File: config.mk
export PLATFORM = sky130hd
export DESIGN_NAME = gty_lane_bringup_flat
export DESIGN_NICKNAME = d
export VERILOG_FILES = /design/src/rtl/gty_bringup_pkg.sv /design/src/rtl/gty_lane_bringup_if.sv /design/src/rtl/gty_lane_bringup_fsm.sv /design/src/rtl/gty_lane_bringup.sv /design/src/flat_wrapper.sv
export SDC_FILE = /design/constraint.sdc
export NUM_CORES = 1
export LEC_CHECK = 0
export CAP_MARGIN = 10
export CORE_ASPECT_RATIO = 1.4
export CORE_MARGIN = 2
export CORE_UTILIZATION = 51
export DETAILED_ROUTE_END_ITERATION = 8
export PLACE_DENSITY = 0.72
export SYNTH_ARGS = -nofsm -noshare
export SYNTH_HDL_FRONTEND = slang
export SYNTH_SLANG_ARGS = --single-unit
File: constraint.sdc
create_clock -name clk -period 3.33 [get_ports clk]
set_clock_uncertainty 0.15 [all_clocks]
set_input_delay 0.333 -clock clk [delete_from_list [all_inputs] [get_ports clk]]
set_output_delay 0.333 -clock clk [all_outputs]
set_load 0.01 [all_outputs]
File: src/rtl/gty_bringup_pkg.sv
// Shared types and constants for the GTY lane bring-up sequencer.
package gty_bringup_pkg;

    // Per-lane sequencer state; the encoding is exposed on lane_state for
    // debug and register readback, so it must stay fixed.
    typedef enum logic [2:0] {
        IDLE     = 3'd0,
        WAIT_PLL = 3'd1,
        TX_RST   = 3'd2,
        TX_WAIT  = 3'd3,
        RX_RST   = 3'd4,
        RX_WAIT  = 3'd5,
        ALIGN    = 3'd6,
        UP       = 3'd7
    } lane_bringup_state_t;

    localparam int RETRAIN_MAX = 255;
    localparam int RETRAIN_W   = 8;

    // TX reset is held until the TX reset pulse itself has completed.
    function automatic logic tx_reset_of(lane_bringup_state_t s);
        return (s == IDLE) || (s == WAIT_PLL) || (s == TX_RST);
    endfunction

    // RX reset is held through the whole TX bring-up and the RX reset pulse.
    function automatic logic rx_reset_of(lane_bringup_state_t s);
        return (s == IDLE) || (s == WAIT_PLL) || (s == TX_RST) ||
               (s == TX_WAIT) || (s == RX_RST);
    endfunction

endpackage

File: src/rtl/gty_lane_bringup_if.sv
// Signal bundle between the quad (PLL + GT lanes) and the bring-up sequencer.
// There is no valid/ready handshake here: every input is a level already
// synchronized to clk, except rx_err which is a one-cycle pulse per error
// event; every output is a registered level. slave is the sequencer side,
// master is the side that owns the GT status and consumes the resets.
interface gty_lane_bringup_if #(
    parameter int NUM_LANES = 3
);
    logic                   qpll_lock;
    logic [NUM_LANES-1:0]   lane_enable;
    logic [NUM_LANES-1:0]   tx_reset_done;
    logic [NUM_LANES-1:0]   rx_reset_done;
    logic [NUM_LANES-1:0]   rx_aligned;
    logic [NUM_LANES-1:0]   rx_err;
    logic [NUM_LANES-1:0]   tx_reset;
    logic [NUM_LANES-1:0]   rx_reset;
    logic [NUM_LANES-1:0]   lane_up;
    logic [8*NUM_LANES-1:0] retrain_count;
    logic [3*NUM_LANES-1:0] lane_state;

    modport master (
        output qpll_lock, lane_enable, tx_reset_done, rx_reset_done, rx_aligned, rx_err,
        input  tx_reset, rx_reset, lane_up, retrain_count, lane_state
    );

    modport slave (
        input  qpll_lock, lane_enable, tx_reset_done, rx_reset_done, rx_aligned, rx_err,
        output tx_reset, rx_reset, lane_up, retrain_count, lane_state
    );
endinterface

File: src/rtl/gty_lane_bringup_fsm.sv
// One lane's bring-up sequencer: state machine, hold/timeout timer,
// RX error-rate monitor and saturating retrain counter.
module gty_lane_bringup_fsm
    import gty_bringup_pkg::*;
#(
    parameter int RESET_HOLD_CYCLES = 64,
    parameter int DONE_TIMEOUT      = 65535,
    parameter int ERR_WINDOW        = 4096,
    parameter int ERR_THRESHOLD     = 16
) (
    input  logic                 clk,
    input  logic                 rst,
    input  logic                 pll_stable,
    input  logic                 lane_enable,
    input  logic                 tx_reset_done,
    input  logic                 rx_reset_done,
    input  logic                 rx_aligned,
    input  logic                 rx_err,
    output logic                 tx_reset,
    output logic                 rx_reset,
    output logic                 lane_up,
    output logic [RETRAIN_W-1:0] retrain_count,
    output lane_bringup_state_t  state
);
    // One timer serves both reset-hold and done/align timeouts, so it is
    // sized for the larger of the two limits.
    localparam int TMR_MAX = (RESET_HOLD_CYCLES > DONE_TIMEOUT) ? RESET_HOLD_CYCLES : DONE_TIMEOUT;
    localparam int TMR_W   = $clog2(TMR_MAX + 1);
    localparam int WIN_W   = $clog2(ERR_WINDOW + 1);
    localparam int ERR_W   = $clog2(ERR_THRESHOLD + 1);

    localparam logic [TMR_W-1:0] HOLD_LAST = TMR_W'(RESET_HOLD_CYCLES - 1);
    localparam logic [TMR_W-1:0] WAIT_LAST = TMR_W'(DONE_TIMEOUT - 1);
    localparam logic [WIN_W-1:0] WIN_LAST  = WIN_W'(ERR_WINDOW - 1);
    localparam logic [ERR_W-1:0] ERR_LIMIT = ERR_W'(ERR_THRESHOLD);

    logic [TMR_W-1:0]    timer;
    logic [WIN_W-1:0]    win_cnt;
    logic [ERR_W-1:0]    err_cnt;
    logic [ERR_W-1:0]    err_base;
    logic [ERR_W-1:0]    err_nxt;
    logic                hold_last;
    logic                wait_last;
    logic                win_wrap;
    logic                retry;
    lane_bringup_state_t state_nxt;

    // Error-window bookkeeping: a pulse in the wrap cycle belongs to the new window.
    always_comb begin
        hold_last = (timer == HOLD_LAST);
        wait_last = (timer == WAIT_LAST);
        win_wrap  = (win_cnt == WIN_LAST);
        err_base  = win_wrap ? '0 : err_cnt;
        if (err_base == ERR_LIMIT) begin
            err_nxt = ERR_LIMIT;
        end else begin
            err_nxt = err_base + ERR_W'(rx_err);
        end
    end

    // Next-state selection: disable beats PLL loss, which beats normal progress.
    always_comb begin
        state_nxt = state;
        retry     = 1'b0;
        if (!lane_enable) begin
            state_nxt = IDLE;
        end else if (!pll_stable && (state > WAIT_PLL)) begin
            state_nxt = WAIT_PLL;
        end else begin
            case (state)
                IDLE:     state_nxt = WAIT_PLL;
                WAIT_PLL: if (pll_stable) state_nxt = TX_RST;
                TX_RST:   if (hold_last) state_nxt = TX_WAIT;
                TX_WAIT: begin
                    if (tx_reset_done) begin
                        state_nxt = RX_RST;
                    end else if (wait_last) begin
                        state_nxt = TX_RST;
                        retry     = 1'b1;
                    end
                end
                RX_RST:   if (hold_last) state_nxt = RX_WAIT;
                RX_WAIT: begin
                    if (rx_reset_done) begin
                        state_nxt = ALIGN;
                    end else if (wait_last) begin
                        state_nxt = RX_RST;
                        retry     = 1'b1;
                    end
                end
                ALIGN: begin
                    if (rx_aligned) begin
                        state_nxt = UP;
                    end else if (wait_last) begin
                        state_nxt = RX_RST;
                        retry     = 1'b1;
                    end
                end
                UP: begin
                    if (!rx_aligned || (err_nxt == ERR_LIMIT)) begin
                        state_nxt = RX_RST;
                        retry     = 1'b1;
                    end
                end
                default:  state_nxt = IDLE;
            endcase
        end
    end

    // State register with registered Moore outputs, timers and retrain counter.
    always_ff @(posedge clk) begin
        if (rst) begin
            state         <= IDLE;
            tx_reset      <= 1'b1;
            rx_reset      <= 1'b1;
            lane_up       <= 1'b0;
            retrain_count <= '0;
            timer         <= '0;
            win_cnt       <= '0;
            err_cnt       <= '0;
        end else begin
            state    <= state_nxt;
            tx_reset <= tx_reset_of(state_nxt);
            rx_reset <= rx_reset_of(state_nxt);
            lane_up  <= (state_nxt == UP);

            if (state_nxt != state) begin
                timer <= '0;
            end else if (state inside {TX_RST, TX_WAIT, RX_RST, RX_WAIT, ALIGN}) begin
                timer <= timer + 1'b1;
            end

            if (retry && (retrain_count != RETRAIN_W'(RETRAIN_MAX))) begin
                retrain_count <= retrain_count + 1'b1;
            end

            if ((state == UP) && (state_nxt == UP)) begin
                win_cnt <= win_wrap ? '0 : win_cnt + 1'b1;
                err_cnt <= err_nxt;
            end else begin
                win_cnt <= '0;
                err_cnt <= '0;
            end
        end
    end

endmodule

File: src/rtl/gty_lane_bringup.sv
// Quad-level bring-up: shared QPLL lock qualifier feeding one independent
// sequencer per lane.
module gty_lane_bringup
    import gty_bringup_pkg::*;
#(
    parameter int NUM_LANES          = 3,
    parameter int LOCK_STABLE_CYCLES = 1024,
    parameter int RESET_HOLD_CYCLES  = 64,
    parameter int DONE_TIMEOUT       = 65535,
    parameter int ERR_WINDOW         = 4096,
    parameter int ERR_THRESHOLD      = 16
) (
    input  logic              clk,
    input  logic              rst,
    gty_lane_bringup_if.slave gt
);
    localparam int               LOCK_W    = $clog2(LOCK_STABLE_CYCLES + 1);
    localparam logic [LOCK_W-1:0] LOCK_FULL = LOCK_W'(LOCK_STABLE_CYCLES);

    logic [LOCK_W-1:0]      lock_cnt;
    logic                   pll_stable;
    logic [NUM_LANES-1:0]   tx_reset_v;
    logic [NUM_LANES-1:0]   rx_reset_v;
    logic [NUM_LANES-1:0]   lane_up_v;
    logic [8*NUM_LANES-1:0] retrain_v;
    logic [3*NUM_LANES-1:0] state_v;

    // Lock qualifier: count consecutive lock-high cycles, any drop restarts it.
    always_ff @(posedge clk) begin
        if (rst) begin
            lock_cnt   <= '0;
            pll_stable <= 1'b0;
        end else begin
            if (!gt.qpll_lock) begin
                lock_cnt <= '0;
            end else if (lock_cnt != LOCK_FULL) begin
                lock_cnt <= lock_cnt + 1'b1;
            end
            pll_stable <= (lock_cnt == LOCK_FULL);
        end
    end

    for (genvar i = 0; i < NUM_LANES; i++) begin : g_lane
        lane_bringup_state_t lane_st;

        gty_lane_bringup_fsm #(
            .RESET_HOLD_CYCLES (RESET_HOLD_CYCLES),
            .DONE_TIMEOUT      (DONE_TIMEOUT),
            .ERR_WINDOW        (ERR_WINDOW),
            .ERR_THRESHOLD     (ERR_THRESHOLD)
        ) u_fsm (
            .clk           (clk),
            .rst           (rst),
            .pll_stable    (pll_stable),
            .lane_enable   (gt.lane_enable[i]),
            .tx_reset_done (gt.tx_reset_done[i]),
            .rx_reset_done (gt.rx_reset_done[i]),
            .rx_aligned    (gt.rx_aligned[i]),
            .rx_err        (gt.rx_err[i]),
            .tx_reset      (tx_reset_v[i]),
            .rx_reset      (rx_reset_v[i]),
            .lane_up       (lane_up_v[i]),
            .retrain_count (retrain_v[8*i +: 8]),
            .state         (lane_st)
        );

        assign state_v[3*i +: 3] = lane_st;
    end

    assign gt.tx_reset      = tx_reset_v;
    assign gt.rx_reset      = rx_reset_v;
    assign gt.lane_up       = lane_up_v;
    assign gt.retrain_count = retrain_v;
    assign gt.lane_state    = state_v;

endmodule

File: src/flat_wrapper.sv
// flat-port wrapper written by rule: the top's interface ports become plain ports
module gty_lane_bringup_flat import gty_bringup_pkg::*;
#(
    parameter int NUM_LANES          = 3,
    parameter int LOCK_STABLE_CYCLES = 1024,
    parameter int RESET_HOLD_CYCLES  = 64,
    parameter int DONE_TIMEOUT       = 65535,
    parameter int ERR_WINDOW         = 4096,
    parameter int ERR_THRESHOLD      = 16
)
  (clk, rst, gt_qpll_lock, gt_lane_enable, gt_tx_reset_done, gt_rx_reset_done, gt_rx_aligned, gt_rx_err, gt_tx_reset, gt_rx_reset, gt_lane_up, gt_retrain_count, gt_lane_state);
  gty_lane_bringup_if #(.NUM_LANES(NUM_LANES)) gt_i ();
  input  logic clk;
  input  logic rst;
  input wire logic [$bits(gt_i.qpll_lock)-1:0] gt_qpll_lock;
  input wire logic [$bits(gt_i.lane_enable)-1:0] gt_lane_enable;
  input wire logic [$bits(gt_i.tx_reset_done)-1:0] gt_tx_reset_done;
  input wire logic [$bits(gt_i.rx_reset_done)-1:0] gt_rx_reset_done;
  input wire logic [$bits(gt_i.rx_aligned)-1:0] gt_rx_aligned;
  input wire logic [$bits(gt_i.rx_err)-1:0] gt_rx_err;
  output wire logic [$bits(gt_i.tx_reset)-1:0] gt_tx_reset;
  output wire logic [$bits(gt_i.rx_reset)-1:0] gt_rx_reset;
  output wire logic [$bits(gt_i.lane_up)-1:0] gt_lane_up;
  output wire logic [$bits(gt_i.retrain_count)-1:0] gt_retrain_count;
  output wire logic [$bits(gt_i.lane_state)-1:0] gt_lane_state;
  assign gt_i.qpll_lock = gt_qpll_lock;
  assign gt_i.lane_enable = gt_lane_enable;
  assign gt_i.tx_reset_done = gt_tx_reset_done;
  assign gt_i.rx_reset_done = gt_rx_reset_done;
  assign gt_i.rx_aligned = gt_rx_aligned;
  assign gt_i.rx_err = gt_rx_err;
  assign gt_tx_reset = gt_i.tx_reset;
  assign gt_rx_reset = gt_i.rx_reset;
  assign gt_lane_up = gt_i.lane_up;
  assign gt_retrain_count = gt_i.retrain_count;
  assign gt_lane_state = gt_i.lane_state;
  gty_lane_bringup #(.NUM_LANES(NUM_LANES), .LOCK_STABLE_CYCLES(LOCK_STABLE_CYCLES), .RESET_HOLD_CYCLES(RESET_HOLD_CYCLES), .DONE_TIMEOUT(DONE_TIMEOUT), .ERR_WINDOW(ERR_WINDOW), .ERR_THRESHOLD(ERR_THRESHOLD)) u_core (.clk(clk), .rst(rst), .gt(gt_i));
endmodule
==> reports/metrics.csv <==
stage,metric,value,unit
outcome,status,"finished, final reports clean",
logic_synthesis,synth_edf_count,0,
logic_synthesis,netlist.area_leader.share,38.3,%
critical_path,worstPathMaxFanout,6,
clock_network,clockBufferDepth,2,
layout,antenna_cells,0,
logic_synthesis,syn-cell-area,8150,sq um
placement,hpwl,12.7,mm
timing,fin_tns_setup,0,ns
placement,place.gp.congestion,0.884,
worst_hold_path,worstHoldPathType,in -> reg,
floorplanning,die_area,17000,sq um
global_route,busiest_layer,met2,
global_route,use_met2,37.1,%
global_route,grt_pass1_wl,30.5,mm
routing,vias,7097,
routing,via_per_inst,5.61,
floorplanning,core,15600,sq um
critical_path,critPathKind,reg -> reg,
critical_path,worstPathArrival,3.38,ns
pwr,ir_drop,0.000464,V
routing,post_drt_wl_per_cell,14.4,um
timing,tightest_slew,0.905,ns
floorplanning,ios,60,
layout,layout.nets,1096,
logic_synthesis,ys_types,81,
timing,hold_ws,0.282,ns
global_route,grt-ovfl-total,0,
floorplanning,die_h,154,um
logic_synthesis,ys_ff_latch,156,
placement,place_area,9170,sq um
pwr,powerDensity,375,nW/um^2
placement,post-place-cells,1224,
timing,max_freq,0.312,GHz
routing,wl,18.2,mm
logic_synthesis,synth_seq_area_share,38.3,%
placement,portBuffers,59,
layout,post-route-cell-area,9930,sq um
clock_network,clock-sinks,156,
logic_synthesis,synthTopCellsByArea,"dfxtp_1, nor2_1, xnor2_1",
pwr,power_leakage,0.00342,uW
timing,hold_viol_final,0,
layout,most-common-layout-cells,"dfxtp_1, nor2_1, nand2_1",
layout,post-route-util,63.6,%
clock_network,clk_latency,0.43,ns
layout,stdcell_count,1266,
floorplanning,start_util,52.2,%
global_route,grt_max_degree,31,
layout,final_common_cell,dfxtp_1,
job,maxCapViolCount,0,
global_route,grt_use_total,21.2,%
clock_network,cts_root_buf,clkbuf_16,
global_route,first_global_vias,6693,
clock_network,htreeDepth,4,
timing,slew_viol_final,0,
timing,finalCritPeriodShare,96.3,%
timing,finalSetupViolations,0,
logic_synthesis,syn-instance-count,960,
global_route,antenna_found_initial,0,
clock_network,path_clk_slew,0.06,ns
logic_synthesis,syn_area_per_cell,8.49,sq um
clock_network,cts-buffers-inserted,17,
logic_synthesis,synth_largest_area_cell,dfxtp_1,
routing,drt_first_pass_iters,5,
layout,drive_above_1_share,13.9,%
global_route,grt_util_met3,4.69,%
timing,maxSlewHeadroom,38.7,%
critical_path,required,3.50,ns
routing,antenna_left,0,
global_route,use_met1,25.5,%
critical_path,start_kind,register,
floorplanning,rows,54,
timing,fin_crit,3.21,ns
critical_path,cp-end-kind,register,
logic_synthesis,syn_nets,998,
routing,first_iter_violations,387,
clock_network,cts_tree,yes,
layout,syn2layout_area_growth,21.7,%
clock_network,postCtsHoldBufs,0,
routing,drc,0,
floorplanning,die_width,111,um
logic_synthesis,yosys_warnings,0,
logic_synthesis,synth-async-reset-ratio,0,%
logic_synthesis,ys.flop_type,dfxtp_1,
==> Yosys cell counts (all sizes together), types with 14 or more instances <==
library cell	number
dfxtp	156
nor2	146
nand2	74
nand3	54
xnor2	50
xor2	50
nand4	38
nor3	36
a21oi	29
inv	29
buf	21
ha	20
o21ai	20
and3	19
nor2b	18
nor4	14
==> flip-flops by register name, indices dropped and copies added, names as in the netlist <==
| name | count |
|---|---|
| u_core.g_lane.u_fsm.retrain_count | 24 |
| u_core.g_lane.u_fsm.tx_reset | 3 |
| u_core.pll_stable | 1 |
| u_core.g_lane.u_fsm.state | 9 |
| u_core.g_lane.u_fsm.lane_up | 3 |
| u_core.g_lane.u_fsm.timer | 48 |
| u_core.lock_cnt | 11 |
| u_core.g_lane.u_fsm.win_cnt | 39 |
| u_core.g_lane.u_fsm.err_cnt | 15 |
| u_core.g_lane.u_fsm.rx_reset | 3 |
==> critical path, stage by stage (launching register included) <==
cell       delay [ns]
dfxtp_2          0.33
ha_2             0.18
nand3_1          0.08
or4_4            0.48
and2_1           0.17
ha_2             0.19
ha_4             0.19
xnor2_2          0.14
o2bb2ai_2        0.16
a31o_4           0.27
o211ai_4         0.20
buf_6            0.14
xor2_4           0.22
buf_6            0.16
nor2_1           0.04
==> path summary, 6_finish.rpt <==
kind | from | endpoint | slack [ns] | cells after the start
worst min-delay path | rst | u_core.g_lane[1].u_fsm.retrain_count[1] | 0.28 | 2
worst min register to register | u_core.g_lane[0].u_fsm.win_cnt[0] | u_core.g_lane[0].u_fsm.win_cnt[0] | 0.32 | 1
worst max register to register | u_core.g_lane[1].u_fsm.win_cnt[0] | u_core.g_lane[1].u_fsm.timer[12] | 0.12 | 14
worst max-delay path | u_core.g_lane[1].u_fsm.win_cnt[0] | u_core.g_lane[1].u_fsm.timer[12] | 0.12 | 14
==> logic make-up after synthesis <==
group	synth area share [%]
flops	38.3
xor+xnor	11.0
mux	2.13
simple gates	29.9
fa+ha+maj	3.31
buf+inv	3.73
compound gates	11.6
==> routing by layer <==
metal,routed length [um],up-vias
met5,0,-
met4,308,0
met3,628,26
met2,9360,147
met1,7900,3325
li1,-,3599
==> area by class of cell <==
cell class	count	area [sq um]
clock inverters	10	70.1
clock buffers	21	450
fillers	1368	5680
well taps	196	245
inverters	29	109
repair buffers	112	1040
multi-input cells	742	4880
flip-flops and latches	156	3130
==> stage by stage <==
step | setup WS, ns | power (uW)
2_1_floorplan | 0.00395 | 1970
3_3_place_gp | 0.0565 | 2020
3_5_place_dp | -0.0267 | 2020
4_1_cts | 0.0112 | 3750
5_1_grt | -0.0250 | 3840
6_report | 0.122 | 3720
==> report_power, final <==
group          switching (uW)  leakage [uW]  internal (uW)
registers                8.69       0.00126           1870
logic                    59.0       0.00192           49.2
clock network             770      0.000241            966
==> timing repair <==
| item | CTS | global route |
|---|---|---|
| pin swaps | 3 | 17 |
| endpoints found under the setup margin | 3 | 110 |
| setup buffers | 0 | 9 |
| gates resized for setup | 0 | 33 |
| cloned | 0 | 2 |
(Power assumes the default switching activity.)
